--- src/rtl/mem_stage_pkg.sv ---
// Shared constants, state encoding and byte-lane helpers for the memory-access stage.
package mem_stage_pkg;

    localparam logic [6:0] OP_LOAD  = 7'b0000011;
    localparam logic [6:0] OP_STORE = 7'b0100011;

    localparam logic [2:0] F3_LB  = 3'b000;
    localparam logic [2:0] F3_LH  = 3'b001;
    localparam logic [2:0] F3_LW  = 3'b010;
    localparam logic [2:0] F3_LBU = 3'b100;
    localparam logic [2:0] F3_LHU = 3'b101;
    localparam logic [2:0] F3_SB  = 3'b000;
    localparam logic [2:0] F3_SH  = 3'b001;
    localparam logic [2:0] F3_SW  = 3'b010;

    localparam logic [31:0] ZERO_WORD = 32'h0000_0000;

    typedef enum logic [2:0] {
        ST_IDLE   = 3'd0,
        ST_WAIT   = 3'd1,
        ST_ACCESS = 3'd2,
        ST_TAIL   = 3'd3,
        ST_DONE   = 3'd4
    } state_e;

    // Index of the last byte of the access: 1, 2 or 4 bytes wide.
    function automatic logic [1:0] last_byte_idx(input logic [2:0] funct3);
        logic [1:0] idx;
        case (funct3[1:0])
            2'b00:   idx = 2'd0;
            2'b01:   idx = 2'd1;
            default: idx = 2'd3;
        endcase
        return idx;
    endfunction

    function automatic logic [7:0] get_byte(input logic [31:0] word, input logic [1:0] idx);
        logic [7:0] b;
        case (idx)
            2'd0:    b = word[7:0];
            2'd1:    b = word[15:8];
            2'd2:    b = word[23:16];
            default: b = word[31:24];
        endcase
        return b;
    endfunction

    function automatic logic [31:0] put_byte(input logic [31:0] word, input logic [1:0] idx,
                                             input logic [7:0] b);
        logic [31:0] w;
        w = word;
        case (idx)
            2'd0:    w[7:0]   = b;
            2'd1:    w[15:8]  = b;
            2'd2:    w[23:16] = b;
            default: w[31:24] = b;
        endcase
        return w;
    endfunction

endpackage

--- src/rtl/mem_stage_if.sv ---
// Arbiter request/grant plus the shared byte-wide RAM bus seen by the memory stage.
interface mem_stage_if #(
    parameter int ADDR_W = 32
) ();
    logic              mem_req;
    logic              mem_grant;
    logic [ADDR_W-1:0] ram_addr;
    logic              ram_wr;
    logic [7:0]        ram_dout;
    logic [7:0]        ram_din;

    modport master (
        output mem_req,
        output ram_addr,
        output ram_wr,
        output ram_dout,
        input  mem_grant,
        input  ram_din
    );

    modport slave (
        input  mem_req,
        input  ram_addr,
        input  ram_wr,
        input  ram_dout,
        output mem_grant,
        output ram_din
    );
endinterface

--- src/rtl/mem_stage_load_extend.sv ---
// Width selection and sign/zero extension of the assembled load buffer.
module mem_stage_load_extend
    import mem_stage_pkg::*;
(
    input  logic [31:0] lbuf,
    input  logic [2:0]  funct3,
    output logic [31:0] result
);

    // funct3[2] selects zero extension for the byte and halfword forms.
    always_comb begin
        result = ZERO_WORD;
        case ({1'b0, funct3[1:0]})
            F3_LB:   result = funct3[2] ? {24'h00_0000, lbuf[7:0]}
                                        : {{24{lbuf[7]}}, lbuf[7:0]};
            F3_LH:   result = funct3[2] ? {16'h0000, lbuf[15:0]}
                                        : {{16{lbuf[15]}}, lbuf[15:0]};
            default: result = lbuf;
        endcase
    end

endmodule

--- src/rtl/mem_stage.sv ---
// Memory-access stage: ALU results pass through; loads/stores run byte-serially on the
// shared RAM bus after arbitration while the upstream pipeline is stalled.
module mem_stage
    import mem_stage_pkg::*;
#(
    parameter int ADDR_W = 32
) (
    input  logic        clk_in,
    input  logic        rst_in,
    input  logic        rdy_in,
    input  logic        forward,
    input  logic [4:0]  rd_addr,
    input  logic [31:0] rd_val,
    input  logic [6:0]  ins_type,
    input  logic [2:0]  ins_details,
    input  logic [31:0] mem_addr,
    input  logic [31:0] mem_val,
    output logic        output_forward,
    output logic [4:0]  output_rd_addr,
    output logic [31:0] output_rd_val,
    output logic        stall_req,
    mem_stage_if.master bus
);

    state_e      state_q, state_d;
    logic [1:0]  cnt_q, cnt_d;
    logic [31:0] lbuf_q, lbuf_d;

    logic        is_load_s;
    logic        is_store_s;
    logic        is_mem_s;
    logic [1:0]  last_idx_s;
    logic [31:0] addr_sum_s;
    logic [31:0] load_val_s;

    assign is_load_s  = (ins_type == OP_LOAD);
    assign is_store_s = (ins_type == OP_STORE);
    assign is_mem_s   = is_load_s | is_store_s;
    assign last_idx_s = last_byte_idx(ins_details);
    assign addr_sum_s = mem_addr + {30'd0, cnt_q};

    mem_stage_load_extend u_load_extend (
        .lbuf   (lbuf_q),
        .funct3 (ins_details),
        .result (load_val_s)
    );

    // State, byte counter and load buffer registers.
    always_ff @(posedge clk_in or posedge rst_in) begin
        if (rst_in) begin
            state_q <= ST_IDLE;
            cnt_q   <= 2'd0;
            lbuf_q  <= ZERO_WORD;
        end else begin
            state_q <= state_d;
            cnt_q   <= cnt_d;
            lbuf_q  <= lbuf_d;
        end
    end

    // Next-state logic; read data trails the address by one cycle, hence the TAIL state.
    always_comb begin
        state_d = state_q;
        cnt_d   = cnt_q;
        lbuf_d  = lbuf_q;
        if (rdy_in) begin
            case (state_q)
                ST_IDLE: begin
                    if (is_mem_s) begin
                        state_d = ST_WAIT;
                    end else begin
                        state_d = ST_IDLE;
                    end
                end
                ST_WAIT: begin
                    if (bus.mem_grant) begin
                        state_d = ST_ACCESS;
                        cnt_d   = 2'd0;
                    end else begin
                        state_d = ST_WAIT;
                    end
                end
                ST_ACCESS: begin
                    if (is_load_s && (cnt_q != 2'd0)) begin
                        lbuf_d = put_byte(lbuf_q, cnt_q - 2'd1, bus.ram_din);
                    end else begin
                        lbuf_d = lbuf_q;
                    end
                    if (cnt_q == last_idx_s) begin
                        state_d = is_load_s ? ST_TAIL : ST_DONE;
                    end else begin
                        cnt_d = cnt_q + 2'd1;
                    end
                end
                ST_TAIL: begin
                    lbuf_d  = put_byte(lbuf_q, last_idx_s, bus.ram_din);
                    state_d = ST_DONE;
                end
                ST_DONE: begin
                    state_d = ST_IDLE;
                    cnt_d   = 2'd0;
                end
                default: begin
                    state_d = ST_IDLE;
                    cnt_d   = 2'd0;
                end
            endcase
        end else begin
            state_d = state_q;
        end
    end

    // Output decode per state; reset forces every output low regardless of state.
    always_comb begin
        output_forward = forward;
        output_rd_addr = rd_addr;
        output_rd_val  = rd_val;
        stall_req      = 1'b0;
        bus.mem_req    = 1'b0;
        bus.ram_wr     = 1'b0;
        bus.ram_addr   = {ADDR_W{1'b0}};
        bus.ram_dout   = 8'h00;
        case (state_q)
            ST_IDLE: begin
                if (is_mem_s) begin
                    output_forward = 1'b0;
                    stall_req      = 1'b1;
                    bus.mem_req    = 1'b1;
                end else begin
                    output_forward = forward;
                end
            end
            ST_WAIT: begin
                output_forward = 1'b0;
                stall_req      = 1'b1;
                bus.mem_req    = 1'b1;
            end
            ST_ACCESS: begin
                output_forward = 1'b0;
                stall_req      = 1'b1;
                bus.mem_req    = 1'b1;
                bus.ram_addr   = addr_sum_s[ADDR_W-1:0];
                if (is_store_s) begin
                    bus.ram_wr   = rdy_in;
                    bus.ram_dout = get_byte(mem_val, cnt_q);
                end else begin
                    bus.ram_wr   = 1'b0;
                end
            end
            ST_TAIL: begin
                output_forward = 1'b0;
                stall_req      = 1'b1;
                bus.mem_req    = 1'b1;
                bus.ram_addr   = addr_sum_s[ADDR_W-1:0];
            end
            ST_DONE: begin
                output_rd_val = is_load_s ? load_val_s : rd_val;
            end
            default: begin
                output_forward = 1'b0;
            end
        endcase
        if (rst_in) begin
            output_forward = 1'b0;
            output_rd_addr = 5'd0;
            output_rd_val  = ZERO_WORD;
            stall_req      = 1'b0;
            bus.mem_req    = 1'b0;
            bus.ram_wr     = 1'b0;
            bus.ram_addr   = {ADDR_W{1'b0}};
            bus.ram_dout   = 8'h00;
        end else begin
            bus.ram_wr     = bus.ram_wr & rdy_in;
        end
    end

endmodule
--- src/flat_wrapper.sv ---
// flat-port wrapper written by rule: the top's interface ports become plain ports
module mem_stage_flat import mem_stage_pkg::*;
#(
    parameter int ADDR_W = 32
)
  (clk_in, rst_in, rdy_in, forward, rd_addr, rd_val, ins_type, ins_details, mem_addr, mem_val, output_forward, output_rd_addr, output_rd_val, stall_req, bus_mem_req, bus_ram_addr, bus_ram_wr, bus_ram_dout, bus_mem_grant, bus_ram_din);
  mem_stage_if #(.ADDR_W(ADDR_W)) bus_i ();
  input  logic clk_in;
  input  logic rst_in;
  input  logic rdy_in;
  input  logic forward;
  input  logic [4:0] rd_addr;
  input  logic [31:0] rd_val;
  input  logic [6:0] ins_type;
  input  logic [2:0] ins_details;
  input  logic [31:0] mem_addr;
  input  logic [31:0] mem_val;
  output logic output_forward;
  output logic [4:0] output_rd_addr;
  output logic [31:0] output_rd_val;
  output logic stall_req;
  output wire logic [$bits(bus_i.mem_req)-1:0] bus_mem_req;
  output wire logic [$bits(bus_i.ram_addr)-1:0] bus_ram_addr;
  output wire logic [$bits(bus_i.ram_wr)-1:0] bus_ram_wr;
  output wire logic [$bits(bus_i.ram_dout)-1:0] bus_ram_dout;
  input wire logic [$bits(bus_i.mem_grant)-1:0] bus_mem_grant;
  input wire logic [$bits(bus_i.ram_din)-1:0] bus_ram_din;
  assign bus_mem_req = bus_i.mem_req;
  assign bus_ram_addr = bus_i.ram_addr;
  assign bus_ram_wr = bus_i.ram_wr;
  assign bus_ram_dout = bus_i.ram_dout;
  assign bus_i.mem_grant = bus_mem_grant;
  assign bus_i.ram_din = bus_ram_din;
  mem_stage #(.ADDR_W(ADDR_W)) u_core (.clk_in(clk_in), .rst_in(rst_in), .rdy_in(rdy_in), .forward(forward), .rd_addr(rd_addr), .rd_val(rd_val), .ins_type(ins_type), .ins_details(ins_details), .mem_addr(mem_addr), .mem_val(mem_val), .output_forward(output_forward), .output_rd_addr(output_rd_addr), .output_rd_val(output_rd_val), .stall_req(stall_req), .bus(bus_i));
endmodule
--- config.mk ---
export PLATFORM = sky130hd
export DESIGN_NAME = mem_stage_flat
export DESIGN_NICKNAME = d
export VERILOG_FILES = /design/src/rtl/mem_stage_pkg.sv /design/src/rtl/mem_stage_if.sv /design/src/rtl/mem_stage_load_extend.sv /design/src/rtl/mem_stage.sv /design/src/flat_wrapper.sv
export SDC_FILE = /design/constraint.sdc
export NUM_CORES = 1
export LEC_CHECK = 0
export CORE_MARGIN = 2
export CORE_UTILIZATION = 40
export CTS_BUF_LIST = sky130_fd_sc_hd__clkbuf_8
export DETAILED_ROUTE_END_ITERATION = 8
export PLACE_DENSITY = 0.93
export REMOVE_ABC_BUFFERS = 1
export SYNTH_ARGS = -nofsm -noshare
export SYNTH_HDL_FRONTEND = slang
export SYNTH_SLANG_ARGS = --single-unit
--- constraint.sdc ---
create_clock -name clk_in -period 4.9 [get_ports clk_in]
set_input_delay 1.47 -clock clk_in [delete_from_list [all_inputs] [get_ports clk_in]]
set_output_delay 1.47 -clock clk_in [all_outputs]
set_load 0.01 [all_outputs]
==> Word level (Yosys, flattened, before mapping) <==
Index checks and enable logic that the tools add are counted.
{ "classes": {"n_mux": 41, "n_eq_ne": 26, "addsub": 3, "n_reduce_logical": 19, "bitwise": 3} }
{ "ops": {"columns": ["op", "n"], "rows": [
  ["32-bit two-way mux", 8],
  ["32-bit one-hot mux with 2 select lines", 2],
  ["8-bit two-way mux", 11],
  ["32-bit by 2-bit adder with 32-bit output", 1],
  ["8-bit one-hot mux with 3 select lines", 1],
  ["5-bit AND reduction", 4],
  ["2-bit inequality test (second input constant)", 7],
  ["3-bit one-hot mux with 4 select lines", 1],
  ["2-bit by 1-bit inequality test with 1-bit output (second input constant)", 5],
  ["3-bit OR reduction", 3],
  ["2-bit by 1-bit equality test with 1-bit output (second input constant)", 4],
  ["2-bit logical NOT", 4],
  ["1-bit two-way mux", 8],
  ["7-bit by 2-bit equality test with 1-bit output (second input constant)", 1],
  ["7-bit by 6-bit equality test with 1-bit output (second input constant)", 1],
  ["2-bit equality test (second input constant)", 3],
  ["3-bit by 2-bit equality test with 1-bit output (second input constant)", 2],
  ["2-bit two-way mux", 3],
  ["3-bit two-way mux", 2],
  ["2-bit one-hot mux with 3 select lines", 1],
  ["5-bit two-way mux", 1],
  ["1-bit one-hot mux with 2 select lines", 2],
  ["2-bit one-hot mux with 2 select lines", 1],
  ["4-bit AND reduction", 1],
  ["other kinds (13)", 15]
]} }
{ "word_totals": {"ff_bits": 37, "input_bits": 124, "wordCells": 98} }

==> Depth between registers and ports, before layout <==
{ "logic_depth": {"word_depth": 6, "depth_mapped": 7, "mapped_depth_nobuf": 6} }

==> Hierarchy <==
Synthesis repeated with hierarchy kept, for this count alone.
{ "unflattened": {"cells_unflattened": 463, "hier_area_um2": 3881.2} }
{ "by_module_without_submodules": {"columns": ["module", "cells_each", "n_inst", "area_each_um2"], "rows": [
  ["mem_stage", 396, 1, 3525.9],
  ["mem_stage_load_extend", 67, 1, 355.3]
]} }

==> Worst setup path after synthesis <==
No wires, ideal clock.
{ "synth_timing": {"path_kind": "input port to output port", "from": "input mem_addr[0]", "to": "output bus_ram_addr[22]", "cell_stages": 7, "setup_slack_ns": 0.170, "t_arrival_ns": 3.260, "cell_sequence": "ha_1 -> fa_1 -> nand4_1 -> or2_2 -> buf_1 -> or4_1 -> a21oi_1"} }
{ "synth_between": {"elab_chain_cells": 3} }
{ "synth_rtl": {"columns": ["element", "line", "rtl"], "rows": [
  ["from (decl)", "flat_wrapper.sv:16", "input logic [31:0] mem_addr;"],
  ["32-bit by 2-bit adder with 32-bit output", "mem_stage.sv:40", "assign addr_sum_s = mem_addr + {30'd0, cnt_q};"],
  ["32-bit two-way mux", "mem_stage.sv:123", "case (state_q)"],
  ["32-bit two-way mux", "mem_stage.sv:163", "if (rst_in) begin"],
  ["to (decl)", "flat_wrapper.sv:23", "output wire logic [$bits(bus_i.ram_addr)-1:0] bus_ram_addr;"]
]} }
No other way between the ends.

==> Final worst setup path <==
{ "layout_timing": {"from": "input mem_addr[0]", "to": "output bus_ram_addr[30]"} }
Same word-level chain as after synthesis.

==> out/results.ini <==
[floorplan]
start_util_pct = 41.26
std_cell_rows = 34
core-area_um2 = 8721
io_pins = 205
floorplan.die_area_um2 = 9770
die_h_um = 98.85
dieWidth_um = 98.85

[setup_path]
critical_path.startpoint_type = input pin
worstPathCellList = dlygate4sd2_1 > ha_2 > fa_2 > nand4_1 > or2_4 > buf_2 > nor4b_4 > mux2i_1 > buf_2
timing.critical_path.fanout_max = 6
reg2reg_slack_ns = 2.08
r2r_start = u_core.cnt_q[1]
cp-startpoint = mem_addr[0]
crit_path_end_kind = output port
max_stage_delay_ns = 0.30
worst-endpoint-required_ns = 3.43
critPathMostFrequentCell = buf_2
crit_arrival_ns = 3.40
cpMaxStageDelayCell = or2_4
timing_worst_setup_path_type = in2out

[power]
pwr_density_cell_nw_per_um2 = 136.9
irDropWorstVdd_uv = 152.2
static_power_due_to_leakage_uw = 0.003081

[finish]
layoutNonFillerInstCount = 828
area_growth_syn_to_layout_pct = 79.28
layout.nets = 853
drive_above_1_share_pct = 30.74

[route]
routed-via-count = 4768
viasPerCell = 5.758
drt_iter0_drc = 268
ant_nets = 0
route.detailed.wl_per_inst_um = 18.21
routed_wirelength_um = 15070
drt_pass1_iterations = 7
drc = 0

[clock_network]
clock_insertion_delay_worst_skew_ns = 0.29
clock_sink_count = 37
cts_max_path_buffers = 2
clk_root_buffer_cell = clkbuf_8
cts_buffers = 5
clk_slew_on_worst_s_h_paths_ns = 0.06
holdBufCountCts = 0
cts.htree.levels = 2
clock_tree_from_tritoncts = yes

[synth]
synth_warnings = 0
postSynthRegisterBits = 37
ys_dominant_reg_cell = dfrtp_1
top_post_synthesis_cells_by_area = dfrtp_1, mux2_2, a21oi_1
synth_sequential_area_ratio_pct = 25.73
post_synth_and_or_nand_nor_area_fraction_pct = 32.61
synth-adder-area-share_pct = 3.686
synthDominantAreaCellType = dfrtp_1
synth.top_cell.area_share_pct = 25.73
synth_edf_count = 0
yosys.cell_count.top_type = a21oi_1
synth_top_family_by_area = simple AND/OR/NAND/NOR gates
synth_area_um2 = 3598
yosysUniqueCellTypes = 54
post_synth_inst_count = 463
post_synth_mux_area_share_pct = 12.52
postSynthAreaPerCell_um2 = 7.772
synth-xor-area-share_pct = 2.921
compound_gate_portion_of_the_synthesized_area_pct = 17.04
postSynth.asyncResetShare_pct = 100.0
netlist_top_cells_count = a21oi_1, nand2_1, nor2_1

[sta]
final_max_slew_viol_count = 0
final.min_clock_period_ns = 4.870
holdWs_ns = 0.5051
timing.final.crit_share_pct = 99.38
finalHoldViolCount = 0
total_negative_slack_ns = 0
max_clock_freq_mhz = 205.4
max-slew-margin-rel_pct = 50.63
fin_worst_skew_ns = 0.006570
tightest_slew_ns = 0.7366
finalSetupViolations = 0

[global_routing]
grt_antenna_before_repair = 1
grt_overflow_total = 0
grt_first_pass_wirelength_um = 23860
number_of_global_route_vias_before_repair = 4852
grt_util_all_layers_pct = 29.68
pin_count_of_the_biggest_net_entering_global_routing = 39

[placement]
place.detailed.hpwl_um = 11100
globalplace.congestion = 0.9127
port_buffers = 204
placed_cells_incl_taps = 806

[worst_hold_path]
hold_class = reg2reg
holdCritStartpoint = u_core.lbuf_q[18]

[flow_run]
max_cap_viols = 0

[status]
run_status = complete, no violations

cells in the final DEF, fill, tap and decap left out, types with 10 or more instances in the layout:
cell	n
clkdlybuf4s50_1	110
buf_4	72
nand2_1	49
a21oi_1	42
nor2_1	41
buf_2	37
dfrtp_1	37
dlygate4sd2_1	33
nand3_1	27
mux2_2	24
nand2b_1	18
dlymetal6s2s_1	14
nor3_1	11
xnor2_1	11
inv_1	10
layer usage:
layer	part of all wire, %	up-vias	GRT usage, %
met5	0	-	0
met4	4.7	0	14.86
met3	6.9	59	4.752
met2	51	243	52.39
met1	37	2278	34.69
li1	-	2188	-
stage by stage:
step,worst slack [ns],total power [uW],instance area (um^2),util [%]
after floorplan,-0.1275,417.7,3438,-
after global placement,-0.6112,621.5,6180,70.86
after detailed placement,-0.6751,633.5,6180,70.86
after CTS,-0.006189,874.8,6361,72.94
after global routing,-0.04700,925.4,6451,73.97
final,0.03034,883.4,6451,73.97
logic make-up (layout without fill, tap and decap cells):
| logic type | after synthesis | count (layout) |
|---|---|---|
| AOI/OAI and AO/OA | 97 | 97 |
| xor gates and xnor gates | 12 | 12 |
| adders and majority gates | 10 | 10 |
| buffers and inverters | 48 | 304 |
| DFF | 37 | 37 |
| muxes | 38 | 38 |
| other | 0 | 1 |
| and+or+nand+nor | 221 | 221 |
critical path, delay by kind of cell:
| family | cells | cell delay (ns) |
|---|---|---|
| multiplexers | 1 | 0.25 |
| AND/OR/NAND/NOR | 3 | 0.70 |
| buffers and inverters | 3 | 0.54 |
| adder cells (fa/ha/maj) | 2 | 0.42 |
timing repair:
action,CTS,global route
setup endpoints to repair,74,53
pin swaps,21,8
gates cloned,2,0
setup buffers,9,3
resized for setup,249,32
sequential cells by signal, indices dropped and copies added (netlist names):
| register | flops |
|---|---|
| u_core.state_q | 3 |
| u_core.cnt_q | 2 |
| u_core.lbuf_q | 32 |
worst paths after layout:
check	to	cells after the start
worst max-delay path	bus_ram_addr[30]	9
worst max register to register	u_core.lbuf_q[4]	5
min in group asynchronous	u_core.lbuf_q[7]	4
worst min-delay path	u_core.lbuf_q[18]	1
max in group asynchronous	u_core.lbuf_q[26]	4
worst min register to register	u_core.lbuf_q[18]	1
report_power, final:
group,total [uW],internal (uW),switching [uW]
Sequential,318,310,7.82
Combinational,314,176,138
Clock,252,148,104
Total,883,634,250
area by class of cell:
class	instances	area (um^2)
Antenna cell	1	2.502
Fill cell	595	2270
Clock inverter	2	35.03
Sequential cell	37	925.9
Clock buffer	5	68.82
Multi-Input combinational cell	378	2698
Inverter	10	37.54
Timing Repair Buffer	287	2549
Tap cell	108	135.1
Power figures use the tool's default switching activity.
